## config.mk

```make
export PLATFORM = sky130hd
export DESIGN_NAME = spi_slave_rx
export DESIGN_NICKNAME = d
export VERILOG_FILES = /design/src/rtl/spi_pkg.sv /design/src/rtl/sync2.sv /design/src/rtl/spi_slave_rx.sv
export SDC_FILE = /design/constraint.sdc
export NUM_CORES = 1
export LEC_CHECK = 0
export ABC_AREA = 1
export CAP_MARGIN = 15
export CORE_UTILIZATION = 58
export DETAILED_ROUTE_END_ITERATION = 8
export PLACE_DENSITY = 0.82
export SYNTH_ARGS = -nofsm -noshare
export SYNTH_HDL_FRONTEND = slang
export SYNTH_SLANG_ARGS = --single-unit
```

## constraint.sdc

```tcl
create_clock -name clk -period 3.4 [get_ports clk]
set_input_delay 0.68 -clock clk [delete_from_list [all_inputs] [get_ports clk]]
set_output_delay 0.68 -clock clk [all_outputs]
set_load 0.05 [all_outputs]
```

## src/rtl/spi_pkg.sv

```systemverilog
// spi_pkg -- definitions shared by the SPI slave receiver and the SPI master.
//   SPI_DATA_W  : default frame length in bits
//   spi_state_e : shift-engine state encoding (IDLE=0, SHIFT=1)
//   spi_cnt_w() : bit-counter width able to hold 0..data_w
package spi_pkg;

  localparam int SPI_DATA_W = 12;

  typedef enum logic [0:0] {
    IDLE  = 1'b0,
    SHIFT = 1'b1
  } spi_state_e;

  function automatic int spi_cnt_w(input int data_w);
    return $clog2(data_w) + 1;
  endfunction

endpackage

```

## src/rtl/sync2.sv

```systemverilog
// sync2 -- two-flop synchronizer for one asynchronous input bit.
//   clk     : destination clock
//   rst     : synchronous active-high reset, loads RST_VAL into both flops
//   d       : asynchronous input
//   q       : synchronized output (two clk cycles of latency)
//   RST_VAL : idle level of the input, so reset release creates no false edge
module sync2 #(
  parameter logic RST_VAL = 1'b0
) (
  input  logic clk,
  input  logic rst,
  input  logic d,
  output logic q
);

  logic r_meta;
  logic r_q;

  always_ff @(posedge clk) begin
    if (rst) begin
      r_meta <= RST_VAL;
      r_q    <= RST_VAL;
    end else begin
      r_meta <= d;
      r_q    <= r_meta;
    end
  end

  assign q = r_q;

endmodule

```

## src/rtl/spi_slave_rx.sv

```systemverilog
// spi_slave_rx -- SPI mode 0 slave, oversampled in the clk domain.
//   clk       : system clock, all logic on rising edge
//   rst       : synchronous active-high reset
//   sclk      : serial clock from master (async)
//   cs_n      : active-low chip select (async)
//   mosi      : serial data from master (async)
//   miso      : serial data to master, changes after sclk falls
//   tx_data   : word returned to the master, captured at cs_n fall
//   rx_data   : last complete received word
//   rx_valid  : one-cycle pulse when rx_data is updated
//   frame_err : one-cycle pulse when cs_n rises mid-frame
//
// state | meaning
// IDLE  | waiting for cs_n fall; sclk edges ignored, miso holds
// SHIFT | frame active; sample mosi on sclk rise, advance miso on sclk fall
module spi_slave_rx
  import spi_pkg::*;
#(
  parameter int DATA_W    = SPI_DATA_W,
  parameter bit LSB_FIRST = 1'b1
) (
  input  logic              clk,
  input  logic              rst,
  input  logic              sclk,
  input  logic              cs_n,
  input  logic              mosi,
  output logic              miso,
  input  logic [DATA_W-1:0] tx_data,
  output logic [DATA_W-1:0] rx_data,
  output logic              rx_valid,
  output logic              frame_err
);

  localparam int               CNT_W    = spi_cnt_w(DATA_W);
  localparam logic [CNT_W-1:0] LAST_CNT = CNT_W'(DATA_W - 1);

  logic w_sclk_s;
  logic w_cs_n_s;
  logic w_mosi_s;

  sync2 #(.RST_VAL(1'b0)) u_sync_sclk (.clk(clk), .rst(rst), .d(sclk), .q(w_sclk_s));
  sync2 #(.RST_VAL(1'b1)) u_sync_cs_n (.clk(clk), .rst(rst), .d(cs_n), .q(w_cs_n_s));
  sync2 #(.RST_VAL(1'b0)) u_sync_mosi (.clk(clk), .rst(rst), .d(mosi), .q(w_mosi_s));

  logic r_sclk_d;
  logic r_cs_n_d;
  logic w_sclk_rise;
  logic w_sclk_fall;
  logic w_cs_fall;
  logic w_cs_rise;

  assign w_sclk_rise = w_sclk_s & ~r_sclk_d;
  assign w_sclk_fall = ~w_sclk_s & r_sclk_d;
  assign w_cs_fall   = ~w_cs_n_s & r_cs_n_d;
  assign w_cs_rise   = w_cs_n_s & ~r_cs_n_d;

  spi_state_e       r_state;
  spi_state_e       w_state_nxt;
  logic [CNT_W-1:0] r_cnt;
  logic [DATA_W-1:0] r_rx_sh;
  logic [DATA_W-1:0] r_tx_sh;
  logic              r_miso;
  logic [DATA_W-1:0] r_rx_data;
  logic              r_rx_valid;
  logic              r_frame_err;

  logic w_load;
  logic w_sample;
  logic w_shift_out;
  logic w_done;
  logic w_abort;

  logic [DATA_W-1:0] w_rx_next;
  logic [DATA_W-1:0] w_tx_next;

  function automatic logic first_bit(input logic [DATA_W-1:0] v);
    return LSB_FIRST ? v[0] : v[DATA_W-1];
  endfunction

  assign w_rx_next = LSB_FIRST ? {w_mosi_s, r_rx_sh[DATA_W-1:1]}
                               : {r_rx_sh[DATA_W-2:0], w_mosi_s};
  assign w_tx_next = LSB_FIRST ? (r_tx_sh >> 1) : (r_tx_sh << 1);

  always_ff @(posedge clk) begin
    if (rst) r_state <= IDLE;
    else     r_state <= w_state_nxt;
  end

  // The final sample wins over a simultaneous cs_n rise, so a frame whose
  // last edge coincides with deselect still completes. A cs_n rise that
  // coincides with a non-final sample leaves partial data, hence the error.
  always_comb begin
    w_state_nxt = r_state;
    w_load      = 1'b0;
    w_sample    = 1'b0;
    w_shift_out = 1'b0;
    w_done      = 1'b0;
    w_abort     = 1'b0;
    case (r_state)
      IDLE: begin
        if (w_cs_fall) begin
          w_state_nxt = SHIFT;
          w_load      = 1'b1;
        end
      end
      SHIFT: begin
        w_sample    = w_sclk_rise;
        w_shift_out = w_sclk_fall;
        if (w_sclk_rise && (r_cnt == LAST_CNT)) begin
          w_done      = 1'b1;
          w_state_nxt = IDLE;
        end else if (w_cs_rise) begin
          w_state_nxt = IDLE;
          w_abort     = (r_cnt != '0) || w_sclk_rise;
        end
      end
      default: w_state_nxt = IDLE;
    endcase
  end

  // r_rx_sh is never cleared: a complete frame overwrites all DATA_W bits,
  // so leftovers from an aborted frame cannot reach rx_data.
  always_ff @(posedge clk) begin
    if (rst) begin
      r_sclk_d    <= 1'b0;
      r_cs_n_d    <= 1'b1;
      r_cnt       <= '0;
      r_rx_sh     <= '0;
      r_tx_sh     <= '0;
      r_miso      <= 1'b0;
      r_rx_data   <= '0;
      r_rx_valid  <= 1'b0;
      r_frame_err <= 1'b0;
    end else begin
      r_sclk_d    <= w_sclk_s;
      r_cs_n_d    <= w_cs_n_s;
      r_rx_valid  <= w_done;
      r_frame_err <= w_abort;
      if (w_load) begin
        r_tx_sh <= tx_data;
        r_miso  <= first_bit(tx_data);
        r_cnt   <= '0;
      end else if (w_shift_out) begin
        r_tx_sh <= w_tx_next;
        r_miso  <= first_bit(w_tx_next);
      end
      if (w_sample) begin
        r_rx_sh <= w_rx_next;
        r_cnt   <= r_cnt + 1'b1;
      end
      if (w_done) r_rx_data <= w_rx_next;
    end
  end

  assign miso      = r_miso;
  assign rx_data   = r_rx_data;
  assign rx_valid  = r_rx_valid;
  assign frame_err = r_frame_err;

endmodule

```

# [Yosys cells after proc, flatten, opt, wreduce, memory -nomap -nowiden]
# Index checks and enable logic that the tools add are counted.
[word_totals] register_bits=53 word_cells=49 input_bits=17 output_inout_bits=15
[classes] bitwise=10 addsub=1 n_eq_ne=1 reduce_logical=6 n_mux=15
[ops] operator="12-bit two-way mux" count=2
[ops] operator="1-bit two-way mux" count=10
[ops] operator="5-bit two-way mux" count=2
[ops] operator="1-bit inverter" count=6
[ops] operator="5-bit by 1-bit adder with 5-bit output, second input constant" count=1
[ops] operator="5-bit by 4-bit == test with 1-bit output, second input constant" count=1
[ops] operator="5-bit nonzero test" count=1
[ops] operator="1-bit AND" count=4
[ops] operator="2-bit nonzero test" count=2
[ops] operator="4-bit OR reduction" count=1
[ops] operator="1-bit case mux with 2 select lines" count=1
[ops] operator="1-bit logical AND" count=1
[ops] operator="1-bit logical OR" count=1

# [Longest topological paths before layout]
[logic_depth] depth_word=6 depth_mapped=8

# [By module]
# A second synthesis with hierarchy kept.
[hier_totals] hier_cells=331 area_unflattened_um2=2273.4
[by_module_without_submodules] mod="spi_slave_rx" seq_area_each_um2=900.9 area_each_um2=2104.5 cells_per_inst=312 instances=1
[by_module_without_submodules] mod="sync2 (u_sync_mosi ...)" seq_area_each_um2=40.0 area_each_um2=55.1 cells_per_inst=6 instances=2
[by_module_without_submodules] mod="sync2 (u_sync_cs_n)" seq_area_each_um2=40.0 area_each_um2=58.8 cells_per_inst=7 instances=1

# [Worst setup path after synthesis]
# No wires, ideal clock.
[synth_timing] path_type="input to register" startpoint="input rst" endpoint="register r_rx_data[10], in the netlist rx_data[10]" t_arrival_ps=1368 n_path_buf=2 slack_ps=1968 path_stages=5 required_ps=3336 path_cell_list="clkbuf_1 > inv_1 > clkbuf_1 > nand2_1 > nor2_1"
[synth_lines] item="start: declaration" line="spi_slave_rx.sv:23" rtl="input logic rst,"
[synth_lines] item="end signal: assignment" line="spi_slave_rx.sv:151" rtl="if (w_done) r_rx_data <= w_rx_next;"
[synth_lines] item="end: declaration" line="spi_slave_rx.sv:63" rtl="logic [DATA_W-1:0] r_rx_data;"

# [Final worst setup path]
[layout_timing] startpoint="register r_rx_data[8], in the netlist rx_data[8]" endpoint="output rx_data[8]"
[layout_lines] item="end: declaration" line="spi_slave_rx.sv:29" rtl="output logic [DATA_W-1:0] rx_data,"
# No word-level cell between the ends.

==> results.json <==
{
  "status": "finished, final reports clean",
  "cts.repair.resized": 0,
  "synth_ff_type": "dfxtp_1",
  "critical_path.max_fanout": 2,
  "syn_nets": 336,
  "clockBufferDepth": 2,
  "synth_edf_count": 0,
  "relSlewSlack_pct": 50.8,
  "netlist_area_um2": 2280,
  "cp_slowest_cell": "clkdlybuf4s50_1",
  "ant_nets": 0,
  "synth-async-reset-ratio_pct": 0,
  "cp_num_buf_inv": 1,
  "wl_per_cell_um": 11.4,
  "initial_core_util_pct": 61.3,
  "first_pass_iters": 4,
  "cts_tree": "built",
  "cts_setup_buffers": 0,
  "path_class": "flip-flop to output port",
  "path_clk_slew_ps": 90,
  "grt_pass1_wl_mm": 7.78,
  "maxCapViolCount": 0,
  "grt_pass1_vias": 1827,
  "clock_latency_ps": 310,
  "syn-instance-count": 317,
  "hold_class": "flip-flop to flip-flop",
  "r2r-start": "r_cnt[0]",
  "drive_above_1_share_pct": 5.93,
  "htree_num_levels": 2,
  "ir_worst_vdd_mv": 0.341,
  "path_cells": "clkdlybuf4s50_1",
  "overflow": 0,
  "tns_ps": 0,
  "area_delta_synth_final_pct": 16.8,
  "finalMaxSlewViolations": 0,
  "yosysWarnings": 0,
  "vias": 2024,
  "final_hold_viol_count": 0,
  "fin_nets": 355,
  "gp_congestion": 0.870,
  "coreArea_um2": 3720,
  "die_area_um2": 4190,
  "synth_top_area_share_pct": 44.8,
  "required_ps": 2720,
  "pwr_density_cell_nw_per_um2": 405,
  "cts_hold_buf": 0,
  "die_x_um": 64.7,
  "die_h_um": 64.7,
  "numCtsBuffers": 5,
  "drt_iter0_drc": 125,
  "skew_ps": 7.36,
  "seq_area_frac_synth_pct": 44.8,
  "cp-start-kind": "flip-flop",
  "cpPeakStageDelay_ps": 800,
  "antenna_found_initial": 0,
  "portBuffers": 31,
  "critical_path.top_delay_family": "buffers and inverters",
  "met3_usage_pct": 4.58,
  "hp-start": "u_sync_sclk.r_meta",
  "busiest_layer": "met2",
  "grt_max_degree": 29,
  "rows": 22,
  "io_pins": 32,
  "p_leak_nw": 1.08,
  "max_freq_ghz": 0.469,
  "min_period_ps": 2130,
  "cts-root-buf": "clkbuf_8",
  "viasPerCell": 5.26,
  "avgSynthCellArea_um2": 7.19,
  "ys_ff_latch": 51,
  "synth.most_common_cell": "nand2_1",
  "n_antenna_cell": 0,
  "worst_pin_slew_ps": 735,
  "setup_viol": 0,
  "grt_use_met1_pct": 30.0,
  "grt_use_total_pct": 24.0,
  "drc": 0,
  "arrival_ps": 1450,
  "rsz0062_at_grt": "no",
  "crit_start": "rx_data[8]",
  "yosys-top-cells-count": "nand2_1, dfxtp_1, inv_1, nor2_1, a21oi_1",
  "finalCritPeriodShare_pct": 62.7,
  "yosys-top-cells-area": "dfxtp_1, nand2_1, inv_1",
  "crit_path_end_kind": "output port",
  "power.total_mw": 1.08,
  "synth_cell_types": 21,
  "wl_mm": 4.38,
  "synth_top_cell_by_area": "dfxtp_1",
  "clock_sinks": 51,
  "grt_use_met2_pct": 39.1,
  "place.detailed.hpwl_mm": 2.75
}
cells in the final DEF, fill, tap and decap left out, types with 3 or more instances in the layout:
cell,synthesis,final
nand2_1,54,54
inv_1,51,51
dfxtp_1,51,51
clkdlybuf4s50_1,0,31
nor2_1,29,29
a21oi_1,27,27
nand4_1,26,26
nand3_1,23,23
o21ai_0,13,13
nand3b_1,9,9
clkbuf_8,0,7
nand3_2,3,3
layer usage:
| layer | vias to the layer above | wire (um) |
|---|---|---|
| li1 | 1050 | - |
| met5 | - | 0 |
| met4 | 0 | 89 |
| met2 | 57 | 2070 |
| met1 | 909 | 2010 |
| met3 | 8 | 217 |
state kept, by name, indices dropped and copies added (netlist names), 5 cells and up:
signal	cells
r_rx_sh	11
rx_data	12
r_tx_sh	12
r_cnt	5
where the power goes:
| part | switching (mW) | internal [mW] | total (mW) |
|---|---|---|---|
| logic | 0.0424 | 0.0348 | 0.0772 |
| registers | 0.00832 | 0.610 | 0.618 |
| clock network | 0.197 | 0.185 | 0.382 |
| total | 0.248 | 0.830 | 1.08 |
area by class of cell:
cell class / instances / area [um^2]
timing repair buffer: 33 / 325
fill: 324 / 1050
clock inverter: 1 / 7.51
tap: 48 / 60.1
multi-input combinational: 192 / 953
inverter: 53 / 199
sequential: 51 / 1020
clock buffer: 7 / 96.3
stage by stage:
stage | area (um^2) | setup slack (ps) | hold slack, ps | utilization, % | cells
final | 2660 | 1270 | 407 | 71.6 | 385
after global placement | 2560 | 1190 | 392 | 68.9 | 377
after CTS | 2660 | 1260 | 409 | 71.6 | 385
after global routing | 2660 | 1220 | 421 | 71.6 | 385
after floorplan | 2280 | 1970 | 388 | - | 317
after detailed placement | 2560 | 1160 | 396 | 68.9 | 377
worst register-to-register path, stage by stage, from the launching register on:
cell and delay [ps]:
dfxtp_1 420, ha_1 270, nand2_2 90, nor2_4 310, nand3_2 340, nand2_1 160
inv_1 50, nor2_1 80
kinds of logic (layout without fill, tap and decap cells):
| family | count (synthesis) | in the layout | share of synthesized area [%] |
|---|---|---|---|
| AND/OR/NAND/NOR | 150 | 150 | 31.9 |
| adder cells (fa/ha/maj) | 2 | 2 | 1.10 |
| buffers and inverters | 74 | 94 | 13.4 |
| flip-flops | 51 | 51 | 44.8 |
| AO/OA/AOI/OAI | 40 | 40 | 8.78 |
path summary, 6_finish.rpt:
check | depth (start not counted) | end | slack, ps
worst max-delay path | 1 | rx_data[8] | 1270
worst min-delay path | 2 | u_sync_sclk.q | 410
worst max register to register | 7 | rx_data[1] | 1620
worst min register to register | 2 | u_sync_sclk.q | 410
No activity file was read; power rests on OpenSTA's default activity.
